`config.mk`:
```
export PLATFORM = sky130hd
export DESIGN_NAME = onehot_grant_decoder_flat
export DESIGN_NICKNAME = d
export VERILOG_FILES = /design/src/rtl/onehot_grant_decoder_if.sv /design/src/rtl/onehot_grant_decoder.sv /design/src/flat_wrapper.sv
export SDC_FILE = /design/constraint.sdc
export NUM_CORES = 1
export LEC_CHECK = 0
export CAP_MARGIN = 20
export CELL_PAD_IN_SITES_DETAIL_PLACEMENT = 1
export CELL_PAD_IN_SITES_GLOBAL_PLACEMENT = 2
export CORE_MARGIN = 10
export CORE_UTILIZATION = 23
export CTS_CLUSTER_SIZE = 25
export DETAILED_ROUTE_END_ITERATION = 10
export HOLD_SLACK_MARGIN = 0.03
export PLACE_DENSITY = 0.87
export SLEW_MARGIN = 0
export SYNTH_ARGS = -nofsm -noshare
export SYNTH_HDL_FRONTEND = slang
export SYNTH_SLANG_ARGS = --single-unit
```
`constraint.sdc`:
```
create_clock -name clk -period 1.88 [get_ports clk]
set_clock_uncertainty 0.05 [all_clocks]
set_input_delay 0.376 -clock clk [delete_from_list [all_inputs] [get_ports clk]]
set_output_delay 0.376 -clock clk [all_outputs]
set_load 0.02 [all_outputs]
```
`src/rtl/onehot_grant_decoder_if.sv`:
```
// -----------------------------------------------------------------------------
// onehot_grant_decoder_if
//
// Purpose: bundles the code handshake, the per-line acknowledge bus and the
// grant/status outputs of onehot_grant_decoder.
//
// Signals:
//   in_code   [3:0]  encoded line index from the upstream priority encoder
//   in_valid         in_code is valid
//   in_ready         decoder can accept a code (high only when idle)
//   ack      [15:0]  per-line acknowledge from the requesters
//   grant    [15:0]  registered one-hot grant to the requesters
//   done             one-cycle pulse, grant acknowledged
//   stray_ack        one-cycle pulse, non-granted ack seen while granting
//   timeout          one-cycle pulse, grant abandoned (0 when timeout not built)
//   cur_code  [3:0]  code of the current/last grant
//
// Modports:
//   master - upstream producer / requesters (drives code, valid, ack)
//   slave  - the decoder itself
// -----------------------------------------------------------------------------
interface onehot_grant_decoder_if;
    logic [3:0]  in_code;
    logic        in_valid;
    logic        in_ready;
    logic [15:0] ack;
    logic [15:0] grant;
    logic        done;
    logic        stray_ack;
    logic        timeout;
    logic [3:0]  cur_code;

    modport master (
        output in_code,
        output in_valid,
        output ack,
        input  in_ready,
        input  grant,
        input  done,
        input  stray_ack,
        input  timeout,
        input  cur_code
    );

    modport slave (
        input  in_code,
        input  in_valid,
        input  ack,
        output in_ready,
        output grant,
        output done,
        output stray_ack,
        output timeout,
        output cur_code
    );
endinterface

```
`src/rtl/onehot_grant_decoder.sv`:
```
// -----------------------------------------------------------------------------
// onehot_grant_decoder
//
// Purpose: takes a 4-bit line code from the 16:4 priority encoder through a
// ready/valid handshake, drives the matching one-hot grant line and holds it
// until the addressed requester completes a four-phase req/ack exchange
// (ack rises -> grant drops -> ack falls -> ready for the next code).
//
// Ports:
//   clk    input   rising-edge clock
//   rst_n  input   synchronous active-low reset
//   bus    slave   onehot_grant_decoder_if (code handshake, ack, grant, status)
//
// Parameters:
//   TIMEOUT  (1..255, default 255) GRANT cycles without ack before the grant
//            is abandoned. Only meaningful with GRANT_TIMEOUT_EN.
//
// Build option:
//   GRANT_TIMEOUT_EN - when defined, an 8-bit counter abandons an
//   unacknowledged grant after TIMEOUT cycles and pulses timeout. When not
//   defined, no counter exists, timeout is tied low and GRANT waits forever.
// -----------------------------------------------------------------------------
module onehot_grant_decoder #(
    parameter int TIMEOUT = 255
) (
    input  logic                   clk,
    input  logic                   rst_n,
    onehot_grant_decoder_if.slave  bus
);

    localparam logic [1:0] ST_IDLE    = 2'd0;
    localparam logic [1:0] ST_GRANT   = 2'd1;
    localparam logic [1:0] ST_RELEASE = 2'd2;

    // An 8-bit counter cannot reach anything outside 1..255.
    if (TIMEOUT < 1 || TIMEOUT > 255) begin : g_bad_timeout
        $error("onehot_grant_decoder: TIMEOUT must be in 1..255");
    end

    logic [1:0]  r_state;
    logic [15:0] r_grant;
    logic        r_done;
    logic        r_stray;
    logic [3:0]  r_code;

    logic [15:0] w_dec_in;    // one-hot decode of the incoming code
    logic [15:0] w_own_mask;  // one-hot mask of the latched code
    logic        w_ack_hit;
    logic        w_ack_stray;

    generate
        for (genvar gi = 0; gi < 16; gi++) begin : g_dec
            assign w_dec_in[gi]   = (bus.in_code == 4'(gi));
            assign w_own_mask[gi] = (r_code == 4'(gi));
        end
    endgenerate

    assign w_ack_hit   = |(bus.ack & w_own_mask);
    // Stray is judged independently of the hit: both may fire together.
    assign w_ack_stray = |(bus.ack & ~w_own_mask);

`ifdef GRANT_TIMEOUT_EN
    localparam logic [7:0] CNT_LAST = 8'(TIMEOUT - 1);

    logic [7:0] r_cnt;
    logic       r_timeout;
    logic       w_expire;

    // r_cnt is 0 in the first GRANT cycle, so the grant is visible for
    // exactly TIMEOUT cycles before the abandoning edge.
    assign w_expire = (r_cnt == CNT_LAST);
`endif

    always_ff @(posedge clk) begin
        if (!rst_n) begin
            r_state <= ST_IDLE;
            r_grant <= 16'h0000;
            r_done  <= 1'b0;
            r_stray <= 1'b0;
            r_code  <= 4'h0;
`ifdef GRANT_TIMEOUT_EN
            r_cnt     <= 8'h00;
            r_timeout <= 1'b0;
`endif
        end else begin
            // Status outputs are single-cycle pulses unless re-asserted.
            r_done  <= 1'b0;
            r_stray <= 1'b0;
`ifdef GRANT_TIMEOUT_EN
            r_timeout <= 1'b0;
`endif
            case (r_state)
                ST_IDLE: begin
                    // ack is deliberately not looked at here.
                    r_grant <= 16'h0000;
                    if (bus.in_valid) begin
                        r_code  <= bus.in_code;
                        r_grant <= w_dec_in;
                        r_state <= ST_GRANT;
`ifdef GRANT_TIMEOUT_EN
                        r_cnt   <= 8'h00;
`endif
                    end
                end

                ST_GRANT: begin
                    r_stray <= w_ack_stray;
                    // An ack on the expiry edge wins over the timeout.
                    if (w_ack_hit) begin
                        r_grant <= 16'h0000;
                        r_done  <= 1'b1;
                        r_state <= ST_RELEASE;
                    end
`ifdef GRANT_TIMEOUT_EN
                    else if (w_expire) begin
                        // Abandoned grants skip RELEASE: no ack to wait out.
                        r_grant   <= 16'h0000;
                        r_timeout <= 1'b1;
                        r_state   <= ST_IDLE;
                    end else begin
                        r_cnt <= r_cnt + 8'h01;
                    end
`endif
                end

                ST_RELEASE: begin
                    // Wait for the requester to drop its ack before
                    // accepting another code.
                    r_grant <= 16'h0000;
                    if (!w_ack_hit) begin
                        r_state <= ST_IDLE;
                    end
                end

                default: begin
                    r_grant <= 16'h0000;
                    r_state <= ST_IDLE;
                end
            endcase
        end
    end

    assign bus.in_ready  = (r_state == ST_IDLE);
    assign bus.grant     = r_grant;
    assign bus.done      = r_done;
    assign bus.stray_ack = r_stray;
    assign bus.cur_code  = r_code;
`ifdef GRANT_TIMEOUT_EN
    assign bus.timeout   = r_timeout;
`else
    assign bus.timeout   = 1'b0;
`endif

endmodule

```
`src/flat_wrapper.sv`:
```
// flat-port wrapper written by rule: the top's interface ports become plain ports
module onehot_grant_decoder_flat 
#(
    parameter int TIMEOUT = 255
)
  (clk, rst_n, bus_in_code, bus_in_valid, bus_ack, bus_in_ready, bus_grant, bus_done, bus_stray_ack, bus_timeout, bus_cur_code);
  onehot_grant_decoder_if bus_i ();
  input  logic clk;
  input  logic rst_n;
  input wire logic [$bits(bus_i.in_code)-1:0] bus_in_code;
  input wire logic [$bits(bus_i.in_valid)-1:0] bus_in_valid;
  input wire logic [$bits(bus_i.ack)-1:0] bus_ack;
  output wire logic [$bits(bus_i.in_ready)-1:0] bus_in_ready;
  output wire logic [$bits(bus_i.grant)-1:0] bus_grant;
  output wire logic [$bits(bus_i.done)-1:0] bus_done;
  output wire logic [$bits(bus_i.stray_ack)-1:0] bus_stray_ack;
  output wire logic [$bits(bus_i.timeout)-1:0] bus_timeout;
  output wire logic [$bits(bus_i.cur_code)-1:0] bus_cur_code;
  assign bus_i.in_code = bus_in_code;
  assign bus_i.in_valid = bus_in_valid;
  assign bus_i.ack = bus_ack;
  assign bus_in_ready = bus_i.in_ready;
  assign bus_grant = bus_i.grant;
  assign bus_done = bus_i.done;
  assign bus_stray_ack = bus_i.stray_ack;
  assign bus_timeout = bus_i.timeout;
  assign bus_cur_code = bus_i.cur_code;
  onehot_grant_decoder #(.TIMEOUT(TIMEOUT)) u_core (.clk(clk), .rst_n(rst_n), .bus(bus_i));
endmodule
```
=== Word-level counts from Yosys, hierarchy flattened ===
Cells that the tools add are included.

* Equality and inequality tests: 35
* Muxes and demuxes: 8
* Bitwise logic cells: 3
* Reductions and logical operators: 8

{| class="wikitable"
|+ Operators by type and width
! operator !! count
|-
| 4-bit == test (second input constant) || 16
|-
| 16-bit bitwise AND || 2
|-
| 4-bit by 3-bit == test with 1-bit output (second input constant) || 8
|-
| 16-bit two-way mux || 2
|-
| 16-bit one-hot mux with 2 select lines || 1
|-
| 16-bit OR reduction || 2
|-
| 4-bit by 2-bit == test with 1-bit output (second input constant) || 4
|-
| 16-bit NOT || 1
|-
| 4-bit by 1-bit == test with 1-bit output (second input constant) || 2
|-
| 4-bit logical NOT || 2
|-
| 2-bit two-way mux || 3
|-
| 2-bit one-hot mux with 3 select lines || 1
|-
| 2-bit != test (second input constant) || 2
|-
| 2-bit AND reduction || 2
|-
| 3-bit AND reduction || 1
|-
| 2-bit by 1-bit == test with 1-bit output (second input constant) || 1
|-
| 2-bit == test (second input constant) || 1
|-
| 2-bit logical NOT || 1
|-
| 2-bit by 1-bit != test with 1-bit output (second input constant) || 1
|-
| 1-bit two-way mux || 1
|}

* Register bits: 24
* Input bits: 23
* Output and inout port bits: 24
* Logic and storage cells: 59

=== Longest topological paths before layout ===
Gate-level depths: netlist (run 1).

* Depth after elaboration: 5
* Depth in mapped cells: 9
* Mapped depth without buffers: 5

=== Least setup slack after synthesis (run 1) ===
No wires, ideal clock.

* Path type: reg2reg
* Start point: reg u_core.r_code[0], in the netlist u_core.bus.cur_code[0]
* End point: reg u_core.r_grant[10], in the netlist u_core.bus.grant[10]
* Library setup time: 0.117 ns
* Arrival: 1.804 ns
* Data required time: 1.713 ns
* Slack: -0.091 ns
* Cell stages (with the launch flop): 10
* Buffers on the path: 4
* Clock period less this slack: 1.971 ns
* Cell sequence: dfxtp_1 buf_6 and2_1 buf_6 a22oi_2 a211o_1 and3b_1 buf_6 buf_8 a22o_1

* Word-level cells in the longest chain between the ends: 4
* Elaborated cells between the ends (all ways): 19
* Those cells by class: 16 x eq/ne; 1 x bitwise; 2 x reduce/logical

{| class="wikitable"
|+ Ends and longest elaborated chain
! item !! line !! text
|-
| start: declaration || onehot_grant_decoder.sv:44 || <nowiki>logic [3:0] r_code;</nowiki>
|-
| start signal: assignment || onehot_grant_decoder.sv:97 || <nowiki>r_code <= bus.in_code;</nowiki>
|-
| 4-bit by 1-bit == test with 1-bit output, or another cell as far along || onehot_grant_decoder.sv:54 || <nowiki>assign w_own_mask[gi] = (r_code == 4'(gi));</nowiki>
|-
| 16-bit bitwise AND * || onehot_grant_decoder.sv:58 || <nowiki>assign w_ack_hit = |(bus.ack & w_own_mask);</nowiki>
|-
| 16-bit OR reduction * || onehot_grant_decoder.sv:58 ||
|-
| 2-bit by 1-bit != test with 1-bit output (no line) * || - ||
|-
| end signal: assignment || onehot_grant_decoder.sv:98 || <nowiki>r_grant <= w_dec_in;</nowiki>
|-
| end: declaration || onehot_grant_decoder.sv:41 || <nowiki>logic [15:0] r_grant;</nowiki>
|}

Mark *: on every way between the ends. The rest lies on a longest branch, timed or not.
A chain may end at the register's enable or synchronous reset.

=== Final worst setup path (run 1) ===
* Start point: reg u_core.r_code[0], in the netlist u_core.bus.cur_code[0]
* End point: reg u_core.r_grant[14], in the netlist u_core.bus.grant[14]

The elaborated chain is that of the path after synthesis.

==> out/qor.txt, run 1 <==
total track usage: 9.42%
Rows: 26
# setup viols final: 0
Reg2Reg Setup Slack: 0.09 ns
initial antenna violation count: 0
worst r2r src: u_core.bus.cur_code[0]
CP Cell Sequence: and2_2 -> a22oi_2 -> a211o_1 -> and3b_2 -> buf_12 -> a22o_1
Pleak: 0.000829 uW
worst skew pair latency: 0.27 ns
FF-to-FF path depth: 6
critical path data required time: 1.99 ns
area growth from synthesis to layout: 57.2%
total wire length: 4150 microns
clock-pin slew on the worst setup and hold paths: 0.08 ns
Fmax achieved: 557 MHz
Via Count: 1,225
DR pass1 iterations: 4
PortBufs: 45
Slew Limit Fails: 0
Avg Inst Size Synth: 9.42 sq um
clk root buf: clkbuf_8
Post-Syn Instances: 133
vias per cell: 4.64
dpl cells: 260
largest net degree at the start of global routing: 18
share of cells above drive strength 1: 19.6%
Worst Hold Class: flop to flop
Setup crit end: u_core.bus.grant[14]
Worst path top cell family by delay: compound AO/OA/AOI/OAI gates
post-synthesis cell type count: 41
Ports: 47
Critical Path Source Type: flop
# Post-CTS Setup Buffers: 0
Ant. Diodes: 0
Worst setup EP type: flop
Final WS setup: 0.0854 ns
Synth Flop Type: dfxtp_1
total core area: 0.00520 sq mm
Critical Path Start: u_core.bus.cur_code[0]
clk buf depth: 2
WL/cell: 15.7 microns
global route total overflow: 0
reg2reg end: u_core.bus.grant[14]
Max-Cap Viols: 0
Buf/Inv on CP: 1
power density cells: 641 mW/mm^2
CTS tree: yes
pre-CTS setup slack: -0.299 ns
initial DRC count: 45
WHS: 0.440 ns
placer congestion estimate: 0.821
path type of the worst setup path: flop to flop
Max stage delay on crit path: 0.42 ns
# DRC: 0
most frequent cells in the layout: clkdlybuf4s50_1 (37), buf_4 (20), dfxtp_1 (20), a22o_1 (16), nor2_1 (14)
crit path max fanout: 17
die footprint: 0.00880 sq mm
Sink Count: 24
Worst EP arrival: 1.90 ns
most common cell after layout, fill and taps aside: clkdlybuf4s50_1
Filler cells: 618
die width: 93.8 microns
antenna-violating nets left: 0
initial core utilization: 24.1%
Die H: 93.8 microns
#FFs+latches synth: 24
vias in the first global route: 1,329
Finished Layout Cells: 264
yosys warns: 0
Critical-path top delay cell: dfxtp_4
total CTS buffers: 3
H-tree depth: 1
post-synth net total: 156
Peak VDD IR: 0.000318 V
EDFF count, synth: 0
Hold-fix buffers, CTS: 0
status: finished, final reports clean
cell area after synthesis: 0.00125 sq mm
first-pass GRT wire length: 6850 microns
CP Depth: 6
Seq/Total Area, Yosys: 38.4%
ys async rst share: 0%
fin crit period: 1.79 ns
RSZ-0062 raised after global routing: false
Nets: 218
final period utilization: 95.5%
Hold Vio Cnt, Final: 0
Post-DP HPWL: 3300 microns
-- cell families (layout without fill, tap and decap cells) --
group                     count (synthesis)  in the layout  share of synthesized area, %
buffers and inverters                    12             73                          6.79
xor gates and xnor gates                  1              1                         0.699
and+or+nand+nor                          47             47                          20.6
other                                     1              1                         0.299
AOI/OAI and AO/OA                        40             40                          26.6
muxes                                     8              8                          6.69
DFF                                      24             24                          38.4
-- per-layer routing --
layer / share of wire (%) / global-route usage [%] / vias to the layer above
li1: - / - / 621
met1: 47 / 11.9 / 573
met2: 46 / 14.9 / 27
met3: 5.6 / 2.72 / 4
met4: 1.3 / 3.04 / 0
met5: 0 / 0 / -
-- per-stage QoR --
step	cell area, sq um	TNS [ns]	power (uW)	util, %
global placement	1900	-4.66	932	36.4
finish	1970	0	1260	37.8
CTS	1950	0	1280	37.5
global route	1970	0	1330	37.8
detailed placement	1900	-4.92	936	36.4
floorplan	1260	0	766	-
-- how the worst min path moves through the flow --
stage                         start              endpoint  slack (ns)  cells past startpoint
6_report        u_core.bus.grant[8]   u_core.bus.grant[8]        0.44                      1
3_5_place_dp   u_core.bus.grant[11]  u_core.bus.grant[11]        0.42                      1
3_3_place_gp    u_core.bus.grant[1]   u_core.bus.grant[1]        0.41                      1
5_1_grt         u_core.bus.grant[0]   u_core.bus.grant[0]        0.46                      1
4_1_cts         u_core.bus.grant[5]   u_core.bus.grant[5]        0.44                      1
2_1_floorplan     u_core.r_state[0]  u_core.bus.stray_ack        0.48                      2
-- Yosys cell counts (2+ instances only) --
cell type  count  area share (%)
a21oi_1        4             1.6
a221o_1        4             3.2
a221oi_1       2             1.4
a22o_1        16              11
a31oi_1        2             1.0
and2_1         3             1.5
and3b_1        3             2.1
buf_2          2            0.80
buf_6          3             2.7
clkbuf_1       2            0.60
dfxtp_1       24              38
inv_1          3            0.90
mux2_2         3             2.7
mux2i_1        5             4.0
nand2_1        4             1.2
nand2b_1       4             2.0
nand3b_1       2             1.2
nor2_1        15             4.5
nor2b_1        4             2.0
nor3_1         4             1.6
nor3b_1        2             1.2
o22ai_1        3             1.5
-- area by class of cell --
cell class | instances | area, sq um | share of cell area [%]
clock buffer | 4 | 55.1 | 2.80
tap | 70 | 87.6 | 4.45
sequential | 24 | 490 | 24.9
multi-input combinational | 97 | 696 | 35.3
timing repair buffer | 66 | 629 | 32.0
inverter | 3 | 11.3 | 0.572
-- sequential cells by signal, indices dropped and copies added (netlist names) --
| signal | count |
|---|---|
| u_core.bus.done | 1 |
| u_core.bus.cur_code | 4 |
| u_core.r_state | 2 |
| u_core.bus.grant | 16 |
| u_core.bus.stray_ack | 1 |
-- where the power goes --
part / leakage (uW) / internal (uW) / switching [uW] / total (uW)
logic: 0.000603 / 187 / 164 / 352
registers: 0.000197 / 531 / 35.3 / 566
clock network: 0.0000288 / 187 / 158 / 345
total: 0.000829 / 905 / 357 / 1260
-- what timing repair did --
action / CTS / global route
pin swaps: 1 / 1
setup endpoints to repair: 6 / 17
gates cloned: 0 / 0
gates resized for setup: 5 / 8
Note: power is estimated with default switching activity, not from simulation.
==> inputs of run 2 (changes only) <==
--- a/config.mk
+++ b/config.mk
@@ -12,6 +12,7 @@
 export CORE_UTILIZATION = 23
 export CTS_CLUSTER_SIZE = 25
 export DETAILED_ROUTE_END_ITERATION = 10
+export GPL_ROUTABILITY_DRIVEN = 0
 export HOLD_SLACK_MARGIN = 0.03
 export PLACE_DENSITY = 0.87
 export SLEW_MARGIN = 0
==> results of run 2 <==
Same layout as run 1: the final DEF is identical, and so are final timing and power.
